**src/rtl/ethernet_fmc_rst_pkg.sv**
```systemverilog
// Shared types and constants for the FMC clock-domain reset sequencer.
package ethernet_fmc_rst_pkg;

  // Sequencer state encoding, also exported on state_o for debug.
  typedef enum logic [2:0] {
    ST_MMCM_RST  = 3'd0,
    ST_WAIT_LOCK = 3'd1,
    ST_STABLE    = 3'd2,
    ST_RELEASE   = 3'd3,
    ST_RUN       = 3'd4
  } rst_state_e;

  localparam int LOSS_CNT_W = 8;
  localparam logic [LOSS_CNT_W-1:0] LOSS_CNT_MAX = '1;

  // Largest of four cycle counts; sizes the single shared phase timer.
  function automatic int max4(input int a, input int b, input int c, input int d);
    int m;
    m = a;
    if (b > m) m = b;
    if (c > m) m = c;
    if (d > m) m = d;
    return m;
  endfunction

endpackage

```
**src/rtl/ethernet_fmc_sync_bit.sv**
```systemverilog
// Single-bit synchroniser with parameterised depth; all stages reset to 0.
module ethernet_fmc_sync_bit #(
  parameter int STAGES = 2
) (
  input  logic clk,
  input  logic reset_n,
  input  logic d,
  output logic q
);

  logic [STAGES-1:0] chain;

  // Shift the asynchronous input through the flop chain.
  always_ff @(posedge clk) begin
    if (!reset_n) chain <= '0;
    else          chain <= {chain[STAGES-2:0], d};
  end

  assign q = chain[STAGES-1];

endmodule

```
**src/rtl/ethernet_fmc_rst_seq.sv**
```systemverilog
// MMCM reset sequencer: pulses mmcm_reset, waits for a stable lock (retrying
// on timeout), then releases NUM_CH active-low resets in order, bit 0 first.
// Optional lock-loss counter is built when RST_SEQ_LOSS_CNT_EN is defined;
// otherwise lock_loss_cnt is tied to 0.
// Interface note: there is no valid/ready handshake on this block.
// sw_rst_req is a single-cycle pulse, acted on in the cycle it is high
// (except in MMCM_RST, where an attempt is already in progress and it is
// dropped); nothing acknowledges it.
module ethernet_fmc_rst_seq
  import ethernet_fmc_rst_pkg::*;
#(
  parameter int NUM_CH          = 2,
  parameter int SYNC_STAGES     = 2,
  parameter int MMCM_RST_CYCLES = 16,
  parameter int LOCK_TIMEOUT    = 65536,
  parameter int STABLE_CYCLES   = 1024,
  parameter int STAGE_DELAY     = 256
) (
  input  logic                  clk,
  input  logic                  reset_n,
  input  logic                  mmcm_locked,
  input  logic                  sw_rst_req,
  output logic                  mmcm_reset,
  output logic [NUM_CH-1:0]     ch_rst_n,
  output logic                  all_ready,
  output logic [2:0]            state_o,
  output logic                  timeout_err,
  output logic [LOSS_CNT_W-1:0] lock_loss_cnt
);

  localparam logic [2:0] S_MMCM_RST  = ST_MMCM_RST;
  localparam logic [2:0] S_WAIT_LOCK = ST_WAIT_LOCK;
  localparam logic [2:0] S_STABLE    = ST_STABLE;
  localparam logic [2:0] S_RELEASE   = ST_RELEASE;
  localparam logic [2:0] S_RUN       = ST_RUN;

  // One timer serves every phase, so it is sized for the longest one.
  localparam int TMR_MAX = max4(LOCK_TIMEOUT, STABLE_CYCLES, MMCM_RST_CYCLES,
                                NUM_CH * STAGE_DELAY);
  localparam int TMR_W   = $clog2(TMR_MAX) + 1;

  localparam logic [TMR_W-1:0] RST_LAST = TMR_W'(MMCM_RST_CYCLES - 1);
  localparam logic [TMR_W-1:0] TO_LAST  = TMR_W'(LOCK_TIMEOUT - 1);
  localparam logic [TMR_W-1:0] STB_LAST = TMR_W'(STABLE_CYCLES - 1);

  logic              lk;
  logic [2:0]        state, nxt_state;
  logic [TMR_W-1:0]  tmr, nxt_tmr;
  logic [NUM_CH-1:0] ch_q, nxt_ch;
  logic              ready_q, nxt_ready;
  logic              terr_q, nxt_terr;
  logic              lk_abort, sw_abort;

  ethernet_fmc_sync_bit #(.STAGES(SYNC_STAGES)) u_lock_sync (
    .clk     (clk),
    .reset_n (reset_n),
    .d       (mmcm_locked),
    .q       (lk)
  );

  assign lk_abort = !lk && ((state == S_RELEASE) || (state == S_RUN));
  assign sw_abort = sw_rst_req && (state != S_MMCM_RST);

  // Next-state, timer and output decisions; any abort restarts from MMCM_RST.
  always_comb begin
    nxt_state = state;
    nxt_tmr   = tmr + 1'b1;
    nxt_ch    = ch_q;
    nxt_ready = ready_q;
    nxt_terr  = terr_q;
    if (lk_abort || sw_abort) begin
      nxt_state = S_MMCM_RST;
      nxt_tmr   = '0;
      nxt_ch    = '0;
      nxt_ready = 1'b0;
    end else begin
      case (state)
        S_MMCM_RST: begin
          if (tmr == RST_LAST) begin
            nxt_state = S_WAIT_LOCK;
            nxt_tmr   = '0;
          end
        end
        S_WAIT_LOCK: begin
          if (lk) begin
            nxt_state = S_STABLE;
            nxt_tmr   = '0;
          end else if (tmr == TO_LAST) begin
            nxt_state = S_MMCM_RST;
            nxt_tmr   = '0;
            nxt_terr  = 1'b1;
          end
        end
        S_STABLE: begin
          if (!lk) begin
            nxt_state = S_WAIT_LOCK;
            nxt_tmr   = '0;
          end else if (tmr == STB_LAST) begin
            nxt_state = S_RELEASE;
            nxt_tmr   = '0;
          end
        end
        S_RELEASE: begin
          if (&ch_q) begin
            nxt_state = S_RUN;
            nxt_tmr   = tmr;
            nxt_ready = 1'b1;
          end else begin
            for (int i = 0; i < NUM_CH; i++) begin
              if (tmr == TMR_W'((i + 1) * STAGE_DELAY - 1)) nxt_ch[i] = 1'b1;
            end
          end
        end
        S_RUN: begin
          nxt_tmr = tmr;
        end
        default: begin
          nxt_state = S_MMCM_RST;
          nxt_tmr   = '0;
          nxt_ch    = '0;
          nxt_ready = 1'b0;
        end
      endcase
    end
  end

  // Sequencer registers.
  always_ff @(posedge clk) begin
    if (!reset_n) begin
      state   <= S_MMCM_RST;
      tmr     <= '0;
      ch_q    <= '0;
      ready_q <= 1'b0;
      terr_q  <= 1'b0;
    end else begin
      state   <= nxt_state;
      tmr     <= nxt_tmr;
      ch_q    <= nxt_ch;
      ready_q <= nxt_ready;
      terr_q  <= nxt_terr;
    end
  end

`ifdef RST_SEQ_LOSS_CNT_EN
  logic [LOSS_CNT_W-1:0] loss_q;

  // Count lock losses in RELEASE/RUN, saturating at the top value.
  always_ff @(posedge clk) begin
    if (!reset_n)                                 loss_q <= '0;
    else if (lk_abort && (loss_q != LOSS_CNT_MAX)) loss_q <= loss_q + 1'b1;
  end

  assign lock_loss_cnt = loss_q;
`else
  assign lock_loss_cnt = '0;
`endif

  assign mmcm_reset  = (state == S_MMCM_RST);
  assign ch_rst_n    = ch_q;
  assign all_ready   = ready_q;
  assign state_o     = state;
  assign timeout_err = terr_q;

endmodule
```
**config.mk**
```make
export PLATFORM = sky130hd
export DESIGN_NAME = ethernet_fmc_rst_seq
export DESIGN_NICKNAME = d
export VERILOG_FILES = /design/src/rtl/ethernet_fmc_rst_pkg.sv /design/src/rtl/ethernet_fmc_sync_bit.sv /design/src/rtl/ethernet_fmc_rst_seq.sv
export SDC_FILE = /design/constraint.sdc
export NUM_CORES = 1
export LEC_CHECK = 0
export CAP_MARGIN = 0
export CORE_MARGIN = 4
export CORE_UTILIZATION = 40
export CTS_BUF_LIST = sky130_fd_sc_hd__clkbuf_8
export CTS_CLUSTER_SIZE = 24
export DETAILED_ROUTE_END_ITERATION = 10
export GPL_TIMING_DRIVEN = 1
export SLEW_MARGIN = 25
export SYNTH_ARGS = -nofsm -noshare
export SYNTH_HDL_FRONTEND = slang
export SYNTH_SLANG_ARGS = --single-unit
```
**constraint.sdc**
```tcl
create_clock -name clk -period 5.6 [get_ports clk]
set_input_delay 1.12 -clock clk [delete_from_list [all_inputs] [get_ports clk]]
set_output_delay 1.12 -clock clk [all_outputs]
set_load 0.02 [all_outputs]
```
==> impl_metrics.json, run 1 <==
{
  "status": "finished, final reports clean",
  "crit_chain": "nor3_1, clkdlybuf4s50_1",
  "gr-usage-all-layers": 0.147,
  "syn_area_mm2": 0.00143,
  "grt-ovfl-total": 0,
  "synth_area_per_cell_um2": 8.36,
  "p_seq_frac": 0.560,
  "rsz0062_at_grt": "no",
  "cts_root_buffer": "clkbuf_8",
  "hpwlAfterDp_um": 2320,
  "ys_ff_latch": 26,
  "clk_latency_ns": 0.27,
  "h-tree-depth": 1,
  "syn_inst": 171,
  "setup_violations": 0,
  "io_pins": 20,
  "synth_cell_type_count": 39,
  "power_density_mw_per_mm2": 225,
  "slew_headroom": 0.474,
  "port_buffers": 11,
  "die_h_um": 67.8,
  "critPathBufInv": 1,
  "fp.dieArea_mm2": 0.00460,
  "path_clk_slew_ns": 0.09,
  "coreArea_mm2": 0.00339,
  "drive_above_1_share": 0.0556,
  "power_frac_clock": 0.345,
  "viasPerCell": 5.34,
  "finalCritPeriodShare": 0.540,
  "antenna_found_initial": 0,
  "core.rowCount": 21,
  "postCtsSetupRepairBufs": 0,
  "combPwrFrac": 0.095,
  "synth_edf_count": 0,
  "p_leak_nw": 0.597,
  "swShare": 0.251,
  "drtIter0Drc": 92,
  "min_period_ns": 3.02,
  "syn_to_final_growth_pct": 10.2,
  "grt_pass1_vias": 1091,
  "clock_path_buffers": 2,
  "tritoncts": "done",
  "drc_errors": 0,
  "dominantRegCellSynth": "dfxtp_1",
  "tns_ns": 0,
  "yosys_warnings": 0,
  "slowest_stage": "clkdlybuf4s50_1",
  "hold_path_class": "flip-flop to flip-flop",
  "drt_pass1_iterations": 4,
  "worstSetupStartpointType": "flip-flop",
  "fp.dieW_um": 67.8,
  "max_stage_delay_ns": 0.70,
  "worstSetupEndpointType": "output port",
  "holdBufCountCts": 0,
  "ir_drop_mv": 0.112,
  "finalHoldViolations": 0,
  "ant_nets": 0,
  "final_net_count": 188,
  "async_flop_share": 0,
  "grt_pass1_wl_um": 5100,
  "max_freq_mhz": 331,
  "critPathArrivalTime_ns": 1.90,
  "crit_family": "buffers and inverters",
  "cts_sinks": 26,
  "antenna_cells": 0,
  "max_cap_violations": 0,
  "clock_skew_ns": 0.00608,
  "gp_congestion": 0.834,
  "start_util": 0.422,
  "numCtsBuffers": 3,
  "ys_seq_area_frac": 0.364,
  "slew_viol_final": 0,
  "worst-slew-pin-transition_ns": 0.784,
  "path_max_fanout": 16,
  "postCtsResizedCells": 0,
  "grt_max_degree": 17,
  "internal_power_mw": 0.265,
  "wl_per_cell_um": 13.5,
  "required_ns": 4.48,
  "via_count": 1206,
  "p_switching_mw": 0.0888,
  "critPathKind": "flip-flop to output port",
  "utilization": 0.465,
  "drt-total-wl_um": 3040
}
power groups by stage:
stage | logic (mW) | clock network (mW) | registers [mW]
floorplan | 0.0310 | 0 | 0.200
global route | 0.0379 | 0.133 | 0.199
detailed placement | 0.0337 | 0 | 0.202
finish | 0.0337 | 0.122 | 0.198
global placement | 0.0332 | 0 | 0.202
CTS | 0.0338 | 0.123 | 0.198
registers in the layout, summed over array words and instances, names as in the netlist:
name               flops
all_ready              1
timeout_err            1
tmr                   17
state_o                3
ch_rst_n               2
u_lock_sync.chain      2
worst paths after layout:
path / start / to / slack (ns) / depth (start not counted)
min reg2reg: u_lock_sync.chain[0] / u_lock_sync.chain[1] / 0.44 / 1
max reg2reg: tmr[7] / tmr[3] / 2.65 / 12
max: state_o[0] / mmcm_reset / 2.58 / 2
min: u_lock_sync.chain[0] / u_lock_sync.chain[1] / 0.44 / 1
worst reg2reg max path, stage by stage (launching register included):
cell     delay, ns
dfxtp_1       0.42
and4_1        0.29
and3_2        0.21
and3_1        0.16
nand3_1       0.10
inv_1         0.07
ha_1          0.15
or4b_1        0.10
o21ai_0       0.07
a21oi_1       0.23
nand3_2       0.21
o21ai_1       0.67
nor2_1        0.12
cell usage in the layout (no fill, tap or decap), types with 5 or more instances in the layout:
cell type / n
nand4_1: 6
inv_1: 6
a21oi_1: 5
nand3_1: 14
nand2_1: 11
xor2_1: 8
conb_1: 8
nor2_1: 24
clkdlybuf4s50_1: 11
and2_1: 7
o21ai_0: 8
dfxtp_1: 26
synthesized netlist by cell type (2+ instances only):
cell       n  area (um2)
a21oi_1    5        25.0
nor3_1     4        20.0
and2_1     7        43.8
xor2_1     8        70.1
nand4b_1   2        17.5
clkbuf_8   2        27.5
nor4b_1    2        17.5
a32o_1     2        20.0
a22oi_1    2        15.0
dfxtp_1   26         521
o21ai_2    2        17.5
nand3_1   14        70.1
nand2_1   11        41.3
buf_2      3        15.0
buf_4      8        60.1
nor2_1    24        90.1
inv_1      6        22.5
and3_1     3        18.8
and4_1     4        35.0
ha_1       3        37.5
o21ai_0    8        40.0
xnor2_1    3        26.3
nand4_1    6        37.5
cell families (layout without fill, tap and decap cells):
| logic type | Yosys count | count (layout) | share of synthesized area |
|---|---|---|---|
| adder cells (fa/ha/maj) | 3 | 3 | 0.0262 |
| other | 1 | 8 | 0.00262 |
| flip-flops | 26 | 26 | 0.364 |
| AND/OR/NAND/NOR | 86 | 86 | 0.338 |
| XOR/XNOR | 11 | 11 | 0.0674 |
| AO/OA/AOI/OAI | 25 | 25 | 0.115 |
| buffers and inverters | 19 | 21 | 0.0875 |
metal layers:
| layer | track usage | routed length [um] | part of all wire |
|---|---|---|---|
| met1 | 0.199 | 1480 | 0.48 |
| met2 | 0.235 | 1420 | 0.47 |
| met5 | 0 | 0 | 0 |
| met3 | 0.0250 | 119 | 0.039 |
| met4 | 0.0521 | 30 | 0.0099 |
stage by stage:
step	cell area (um2)	worst slack, ns	power, mW	instances	hold slack (ns)
after floorplan	1460	3.22	0.231	178	0.412
after global placement	1520	2.73	0.235	222	0.418
after detailed placement	1520	2.66	0.236	222	0.422
after CTS	1580	2.56	0.355	226	0.444
after global routing	1580	2.32	0.370	226	0.450
final	1580	2.58	0.354	226	0.442
cell type report:
class                           instances  area (um2)
Clock buffer                            4        55.1
Timing Repair Buffer                   11         110
Tap cell                               46        57.6
Fill cell                             344        1810
Sequential cell                        26         520
Inverter                                6        22.5
Multi-Input combinational cell        133         811
Note: power is estimated with default switching activity, not from simulation.
==> inputs of run 2 (changes only) <==
==> constraint.sdc (replaced) <==
create_clock -name clk -period 2.57 [get_ports clk]
set_input_delay 0.514 -clock clk [delete_from_list [all_inputs] [get_ports clk]]
set_output_delay 0.514 -clock clk [all_outputs]
set_load 0.02 [all_outputs]
==> run 2 against run 1 <==
  * Clock skew shrank 0.00061 ns
  * Power grew 140%
  * Non-clock buffer count grew 15
  * Sequential cell count is the same
  * Worst hold slack gained 0.00083 ns
  * Utilization grew 4.9 points
  * Sequential share of layout area shrank 3.0 points
  * Critical path depth grew 11
  * Combinational power grew to 3.2 times the previous value
  * Global-route usage grew 1.6 points
  * Register-to-register slack lost 2.5 ns
  * Die area is the same
  * Critical path type is now flip-flop to flip-flop
  * Critical endpoint is now tmr[14]
  * Largest cell class unchanged
  * Largest power group unchanged
  * Highest routed layer unchanged
==> impl_metrics.json, run 2 (synthesis results as in run 1) <==
{
  "worstSetupEndpointType": "flip-flop",
  "p_leak_nw": 0.694,
  "min_period_ns": 2.46,
  "stdcell_count": 241,
  "holdWs_ns": 0.443,
  "min_from": "u_lock_sync.chain[0]",
  "max_freq_mhz": 407,
  "critPathKind": "flip-flop to flip-flop",
  "final_net_count": 203,
  "drt-total-wl_um": 3260,
  "clock_skew_ns": 0.00547,
  "setup_ws_ns": 0.114,
  "max_cap_violations": 0,
  "dp.cells": 237,
  "clk_latency_ns": 0.27,
  "start_util": 0.422,
  "grt_pass1_vias": 1257,
  "finalCritPeriodShare": 0.955,
  "swShare": 0.228,
  "gp_congestion": 0.944,
  "slew_viol_final": 0,
  "dr_wl_met3_um": 200,
  "worstSetupStartpointType": "flip-flop",
  "tritoncts": "done",
  "drive_above_1_share": 0.169,
  "required_ns": 2.78,
  "die_h_um": 67.8,
  "syn_to_final_growth_pct": 21.8,
  "coreArea_mm2": 0.00339,
  "io_pins": 20,
  "routed.top_layer": "met4",
  "layout_common_cells": "24 x nor2_1, 24 x dfxtp_1, 14 x nand3_1, 14 x buf_4",
  "regToRegSetupSlack_ns": 0.11,
  "grt-ovfl-total": 0,
  "p_switching_mw": 0.198,
  "power_density_mw_per_mm2": 498,
  "grt_max_degree": 16,
  "clock_path_buffers": 2,
  "ant_nets": 0,
  "holdBufCountCts": 0,
  "viasPerCell": 5.40,
  "fp.dieArea_mm2": 0.00460,
  "finalHoldViolations": 0,
  "worstHoldPathCells": 1,
  "ir_drop_mv": 0.267,
  "antenna_found_initial": 0,
  "path_clk_slew_ns": 0.09,
  "rsz0062_at_grt": "no",
  "postCtsSetupRepairBufs": 0,
  "path_max_fanout": 8,
  "placed_area_mm2": 0.00163,
  "wl_per_cell_um": 13.5,
  "design_area_mm2": 0.00174,
  "post-place-ws_ns": -0.217,
  "r2r_end": "tmr[14]",
  "rr_startpoint": "tmr[4]",
  "core.rowCount": 21,
  "worst-slew-pin-transition_ns": 0.505,
  "slew_headroom": 0.663,
  "via_count": 1302,
  "hold_path_class": "flip-flop to flip-flop",
  "critPathArrivalTime_ns": 2.67,
  "cts_sinks": 26,
  "drtIter0Drc": 84,
  "drt_pass1_iterations": 4,
  "fp.dieW_um": 67.8,
  "status": "finished, final reports clean",
  "p_seq_frac": 0.486,
  "port_buffers": 11,
  "largest_reg_flops": 17,
  "regMostFlops": "tmr",
  "worst_hold_path.endpoint": "u_lock_sync.chain[1]",
  "numCtsBuffers": 3,
  "hpwlAfterDp_um": 2450,
  "utilization": 0.514,
  "drc_errors": 0,
  "combPwrFrac": 0.124,
  "dr_wl_met2_um": 1540,
  "h-tree-depth": 1,
  "routedLengthMet1_um": 1490,
  "antenna_cells": 0,
  "internal_power_mw": 0.669,
  "gr-usage-all-layers": 0.164,
  "power_frac_clock": 0.390,
  "grt_pass1_wl_um": 5740,
  "cts_root_buffer": "clkbuf_8",
  "setup_violations": 0,
  "worstRegToRegCells": 13
}
run 2: final cells by class:
type / instances / area [um2]
sequential: 26 / 523
multi-input combinational: 133 / 841
timing repair buffer: 26 / 226
clock inverter: 1 / 30.0
tap: 46 / 57.6
clock buffer: 3 / 41.3
inverter: 6 / 22.5
fill: 323 / 1650
run 2: power by group through the flow:
| stage | combinational, mW | sequential, mW | clock, mW |
|---|---|---|---|
| floorplan | 0.0676 | 0.436 | 0 |
| global placement | 0.101 | 0.430 | 0 |
| detailed placement | 0.104 | 0.431 | 0 |
| CTS | 0.105 | 0.421 | 0.350 |
| global route | 0.122 | 0.423 | 0.370 |
| finish | 0.108 | 0.421 | 0.338 |
run 2: worst max path at each step:
| stage | from | slack (ns) | endpoint | depth (start not counted) |
|---|---|---|---|---|
| finish | tmr[4] | 0.11 | tmr[14] | 13 |
| global route | tmr[9] | 0.01 | tmr[14] | 13 |
| CTS | tmr[9] | 0.02 | tmr[14] | 13 |
| detailed placement | tmr[9] | -0.22 | tmr[11] | 12 |
| global placement | tmr[9] | -0.06 | tmr[3] | 12 |
| floorplan | tmr[0] | 0.19 | tmr[10] | 13 |
run 2: repair_timing:
item                       CTS  global route
pin swaps                    0             3
cloned                       0             0
setup endpoints to repair   11            17
gates resized for setup      1            10
run 2: layer usage:
metal | track usage | vias to the layer above
met4 | 0.0521 | 0
met1 | 0.209 | 620
met5 | 0 | -
met2 | 0.267 | 38
met3 | 0.0416 | 4
li1 | - | 640
run 2: worst max-delay path, stage by stage (launching register included):
cell      delay, ns
dfxtp_2        0.34
and3_1         0.19
and4_1         0.21
and3_1         0.19
nand3_1        0.10
inv_1          0.05
ha_1           0.20
or4b_4         0.49
o21ai_2        0.08
a21oi_2        0.09
nand3_2        0.10
buf_6          0.14
nand4b_1       0.11
nand3_1        0.09
run 2: through the flow:
stage                     total power, mW  TNS [ns]
after floorplan                     0.504         0
after global placement              0.530    -0.493
after detailed placement            0.534     -2.06
after CTS                           0.876         0
after global routing                0.914         0
final                               0.867         0
==> inputs of run 3 (changes only) <==
--- a/config.mk
+++ b/config.mk
@@ -12,7 +12,7 @@
 export CTS_CLUSTER_SIZE = 24
 export DETAILED_ROUTE_END_ITERATION = 10
 export GPL_TIMING_DRIVEN = 1
-export SLEW_MARGIN = 25
+export SLEW_MARGIN = 20
 export SYNTH_ARGS = -nofsm -noshare
 export SYNTH_HDL_FRONTEND = slang
 export SYNTH_SLANG_ARGS = --single-unit
==> results of run 3 <==
Final layout, timing and power as in run 2 (identical DEF).
==> RTL change 1: new RTL, flow settings as in run 3 <==
Build with the macro `RST_SEQ_LOSS_CNT_EN` defined.
--- a/src/rtl/ethernet_fmc_rst_seq.sv
+++ b/src/rtl/ethernet_fmc_rst_seq.sv
@@ -6,6 +6,8 @@
 // sw_rst_req is a single-cycle pulse, acted on in the cycle it is high
 // (except in MMCM_RST, where an attempt is already in progress and it is
 // dropped); nothing acknowledges it.
+`define RST_SEQ_LOSS_CNT_EN
+
 module ethernet_fmc_rst_seq
   import ethernet_fmc_rst_pkg::*;
 #(
Behaviour: same outputs for any inputs over 10 cycles, from zero or initial values and one cycle with reset_n low; that may be too few to reach the edited logic, so the function may still have changed.
==> RTL change 1 against run 3 <==
  * Register-to-register slack improved by 0.19 ns
  * Routed wire length increased by 18%
  * Count of clock-buffer cells in the layout up 3
  * Power up 26%
  * Largest power group unchanged
  * Worst setup slack improved by 0.14 ns
  * Synthesized area up 24%
  * Sequential share of layout area increased by 1.9 points
  * Sequential cell count rose by 8
  * Cell area is 22% higher
==> RTL change 1: results (changes against run 3) <==
Status = complete, no violations
Worst R2R End = tmr[1]
Num CTS Buffers = 5 (+2)
Worst-path clk slew = 0.07 ns (-0.02 ns)
M1 WL = 1970 um (+32%)
Crit Reg-Reg Startpoint = tmr[0]
H-tree Lvls = 2 (+1)
Synth Flop Type = dfxtp_1
Max FFs per register = 17 (unchanged)
DRT iter0 DRCs = 72 (-14%)
Max layer used = met4
Sequential share of the synthesized area = 0.384 (+0.0205)
Cell variety after synth = 46 (+18%)
Clock latency on the worst-skew pair = 0.28 ns
Transition time of the tightest slew-check pin = 0.639 ns (+0.134 ns)
Cell Count, Final, Fillers Out = 278 (+15%)
Synth-to-Final Area Change = 20.4%
Largest net degree at the start of global routing = 18 (+2)
Clock skew = 0.00730 ns (+0.00182 ns)
Placed Cells incl. Taps = 270 (+14%)
Post-synth top cells = dfxtp_1, nand2_1, nor2_1, xnor2_1, nor2_2
Global-route wire length before repair = 6860 um (+19%)
Synthesized Nets = 210
Diodes inserted = 0 (unchanged)
Gr usage total = 0.161 (-0.00208)
Wirelength, routed = 3840 um (+18%)
Final worst hold slack = 0.435 ns (-0.00752 ns)
Share of cells above drive strength 1 = 0.136 (-0.0333)
Via total after detailed routing = 1466 (+13%)
Critical path arrival = 1.80 ns (-0.87 ns)
Cell family with most CP delay = buffers and inverters
Final HPWL DP = 2870 um (+17%)
IO buf count = 19 (+8)
R2r setup slk = 0.30 ns (+0.19 ns)
Main area contributors after synthesis = dfxtp_1, xnor2_1, nor2_2
Worst r2r path cells = 11 (-2)
CP max stage delay = 0.68 ns (+0.19 ns)
Vias in the first global route = 1504 (+20%)
Peak supply drop = 0.000255 V (-4.4%)
# fillers = 404 (+25%)
Met3 wire len = 122 um (-39%)
Post-synthesis instance total = 202 (+18%)
Root buf cell = clkbuf_8
P_leak = 0.000759 uW (+9.3%)
Drt pass-1 iters = 6 (+2)
GPL Wtd Cong = 0.913 (-3.3%)
CP max FO = 15 (+7)
Met2 Wirelength = 1680 um (+8.7%)
Nets = 235 (+16%)
CP max-delay cell = clkdlybuf4s50_1
==> RTL change 1: cell count changes in the layout (fill, tap and decap cells not counted), sizes merged, moves of 8 or more <==
cell           delta
xnor2            +12
buf               -9
clkdlybuf4s50     +8
conb              -8
dfxtp             +8
==> RTL change 1: kinds of logic after synthesis <==
kind of cell               Yosys count  synth area share
AOI/OAI and AO/OA                   28             0.119
xor gates and xnor gates            21             0.104
adders and majority gates            4            0.0283
buffers and inverters               13            0.0332
DFF                                 34             0.384
muxes                                1           0.00565
and+or+nand+nor                    101             0.325
==> RTL change 1: how the worst max path moves through the flow <==
stage | from | to | slack, ns | cells past startpoint
finish | state_o[2] | mmcm_reset | 0.26 | 2
detailed placement | tmr[0] | tmr[10] | 0.20 | 11
floorplan | tmr[0] | tmr[5] | 0.19 | 11
global route | tmr[0] | tmr[10] | 0.06 | 11
CTS | tmr[0] | tmr[8] | 0.17 | 11
global placement | tmr[0] | tmr[8] | 0.28 | 11
==> RTL change 1: worst register-to-register path, cell delays in order (launching register included) <==
cell and delay (ns):
dfxtp_1 0.40, ha_1 0.23, nand3_1 0.14, nor3_2 0.16, nand4_1 0.15, inv_1 0.08
ha_1 0.18, nand2b_1 0.16, nand3_1 0.12, o31ai_4 0.27, buf_6 0.22, a21oi_1 0.06
==> RTL change 1: repair_timing <==
| item | CTS | global route |
|---|---|---|
| endpoints found under the setup margin | 0 | 15 |
| hold buffers | 0 | 0 |
| resized for setup | 0 | 2 |
==> RTL change 1: final cells by class <==
type,instances,area [um2],area share
timing repair buffer,25,239,0.112
multi-input combinational,155,1040,0.486
sequential,34,681,0.319
inverter,6,22.5,0.0106
clock inverter,2,8.76,0.00411
clock buffer,6,82.6,0.0387
tap,50,62.6,0.0293
==> RTL change 1: power by group <==
part / leakage [uW] / internal (uW) / total, uW / switching (uW)
Combinational: 0.000431 / 52.1 / 120 / 68.4
Clock: 0.0000524 / 212 / 401 / 189
Sequential: 0.000275 / 543 / 566 / 24.0
==> RTL change 1: metal layers <==
metal	GRT usage	vias up
li1	-	760
met1	0.216	679
met2	0.243	20
met3	0.0405	7
met4	0.0771	0
met5	0	-
==> RTL change 1: metrics by stage <==
stage,setup slack (ns),power [uW],area (um2)
after detailed placement,0.202,696,2030
final,0.258,1090,2130
after floorplan,0.186,658,1770
after CTS,0.170,1100,2120
after global placement,0.281,692,2030
after global routing,0.0618,1130,2130
==> RTL change 2: new RTL, flow settings as in run 3 <==
Without the edit above. Put one more register stage on the output `timeout_err`, cleared by the reset. The value now appears one clock later. The other outputs are not delayed to match.
--- a/src/rtl/ethernet_fmc_rst_seq.sv
+++ b/src/rtl/ethernet_fmc_rst_seq.sv
@@ -159,6 +159,12 @@
   assign ch_rst_n    = ch_q;
   assign all_ready   = ready_q;
   assign state_o     = state;
-  assign timeout_err = terr_q;
+  always_ff @(posedge clk) begin
+    if (!reset_n) begin
+      timeout_err <= '0;
+    end else begin
+      timeout_err <= terr_q;
+    end
+  end
 
 endmodule
Behaviour: no difference found for any inputs over 10 cycles, from zero or initial values and one cycle with reset_n low; that may be too few to reach the edited logic, so the function may still have changed.
==> RTL change 2 against run 3 <==
  * Clock skew fell by 0.00074 ns
  * Critical path type unchanged
  * Sequential cell count rose by 1
  * Critical endpoint is now tmr[10]
  * Synthesized area rose by 14%
  * Via count rose by 15%
  * Worst setup slack got worse by 0.030 ns
  * Worst hold slack improved by 0.014 ns
  * Routed wire length rose by 21%
  * Cell area rose by 9.7%
  * Cell count rose by 7.5%
Power is not compared: it rests on default switching activity, and its combinational part moved more than twofold at a synthesized area within 25%.
==> RTL change 2: results (changes against run 3) <==
Status = complete, no violations
Worst r2r path cells = 6 (-7)
DRT iter0 DRCs = 126 (+50%)
Via total after detailed routing = 1491 (+15%)
P_leak = 0.000804 uW
Worst R2R End = tmr[10]
CP max FO = 12 (+4)
Cell variety after synth = 56 (+44%)
Post-synthesis instance total = 185 (+8.2%)
Initial antenna violation count = 0 (unchanged)
Remaining DRCs = 0 (unchanged)
Post-synth top cells = dfxtp_1, nor2_1, nand3_1, buf_4
GPL Wtd Cong = 0.918 (-2.7%)
# fillers = 390 (+21%)
Gr usage total = 0.158 (-0.00546)
Critical path arrival = 2.66 ns (about the same)
Diodes inserted = 0 (unchanged)
Drt pass-1 iters = 4 (unchanged)
Sequential share of the synthesized area = 0.332 (-0.0322)
Number of max-cap violations = 0 (unchanged)
Worst hold path endpoint = u_lock_sync.chain[1]
Sink Count = 27 (+3.8%)
DR WL/cell = 15.2 um (+13%)
Largest net degree at the start of global routing = 15 (-1)
Hold_buf cts = 0 (unchanged)
Crit Reg-Reg Startpoint = tmr[11]
Nets = 219 (+7.9%)
Clock latency on the worst-skew pair = 0.28 ns
Share of cells above drive strength 1 = 0.213 (+0.0440)
Vias in the first global route = 1355 (+7.8%)
Clock skew = 0.00474 ns (-0.000737 ns)
Wirelength, routed = 3940 um (+21%)
Transition time of the tightest slew-check pin = 0.787 ns (+0.282 ns)
Final HPWL DP = 2880 um (+17%)
Final worst hold slack = 0.456 ns (+0.0136 ns)
Global-route wire length before repair = 6520 um (+14%)
R2r setup slk = 0.08 ns (-0.03 ns)
Placed Cells incl. Taps = 254 (+7.2%)
Main area contributors after synthesis = dfxtp_1, nor2_1, buf_4
==> RTL change 2: worst max-delay path by stage <==
stage	from	to	cells past startpoint	slack (ns)
after floorplan	tmr[0]	tmr[13]	14	0.12
after global placement	tmr[11]	tmr[13]	6	0.02
after detailed placement	tmr[11]	tmr[13]	6	0.02
after CTS	tmr[11]	tmr[10]	6	0.006
after global routing	tmr[0]	tmr[5]	12	-0.05
final	tmr[11]	tmr[10]	6	0.08
==> RTL change 2: cell type report <==
class	instances	share of cell area
inverter	4	0.00786
timing repair buffer	34	0.148
sequential	27	0.284
multi-input combinational	142	0.505
tap	48	0.0314
clock inverter	1	0.00196
clock buffer	3	0.0216
==> RTL change 2: repair_timing <==
action | in CTS | in global routing
buffers inserted | 0 | 1
endpoints found under the setup margin | 0 | 16
gates resized for setup | 0 | 8
==> RTL change 2: through the flow <==
step / instance area (um2) / worst slack, ns / power [uW]
6_report: 1910 / 0.0843 / 725
3_5_place_dp: 1830 / 0.0166 / 489
2_1_floorplan: 1660 / 0.122 / 485
3_3_place_gp: 1830 / 0.0223 / 488
5_1_grt: 1910 / -0.0507 / 754
4_1_cts: 1880 / 0.00585 / 729
==> RTL change 2: worst max-delay path, stage by stage, from the launching register on <==
cell       delay, ns
dfxtp_2         0.35
or4_1           0.57
or4_4           0.46
o2111ai_4       0.27
and4_4          0.32
nor3_4          0.09
a221o_1         0.30
==> RTL change 2: logic make-up (layout without fill, tap and decap cells) <==
| logic type | after synthesis | in the layout | share of synthesized area |
|---|---|---|---|
| AO/OA/AOI/OAI | 40 | 40 | 0.215 |
| flip-flops | 27 | 27 | 0.332 |
| adder cells (fa/ha/maj) | 3 | 3 | 0.0230 |
| other | 1 | 8 | 0.00230 |
| AND/OR/NAND/NOR | 89 | 89 | 0.312 |
| XOR/XNOR | 2 | 2 | 0.0108 |
| buffers and inverters | 23 | 42 | 0.105 |
==> RTL change 2: metal layers <==
metal / vias up / global-route usage / part of all wire
met3: 7 / 0.0295 / 0.056
li1: 728 / - / -
met4: 0 / 0.0438 / 0.013
met2: 39 / 0.250 / 0.48
met5: - / 0 / 0
met1: 717 / 0.218 / 0.45
==> RTL change 2: power by group through the flow <==
stage	logic [uW]	clock network, uW	registers, uW
4_1_cts	51.2	250	428
2_1_floorplan	47.5	0	437
3_3_place_gp	50.4	0	437
6_report	51.6	245	428
3_5_place_dp	51.1	0	438
5_1_grt	55.8	269	429
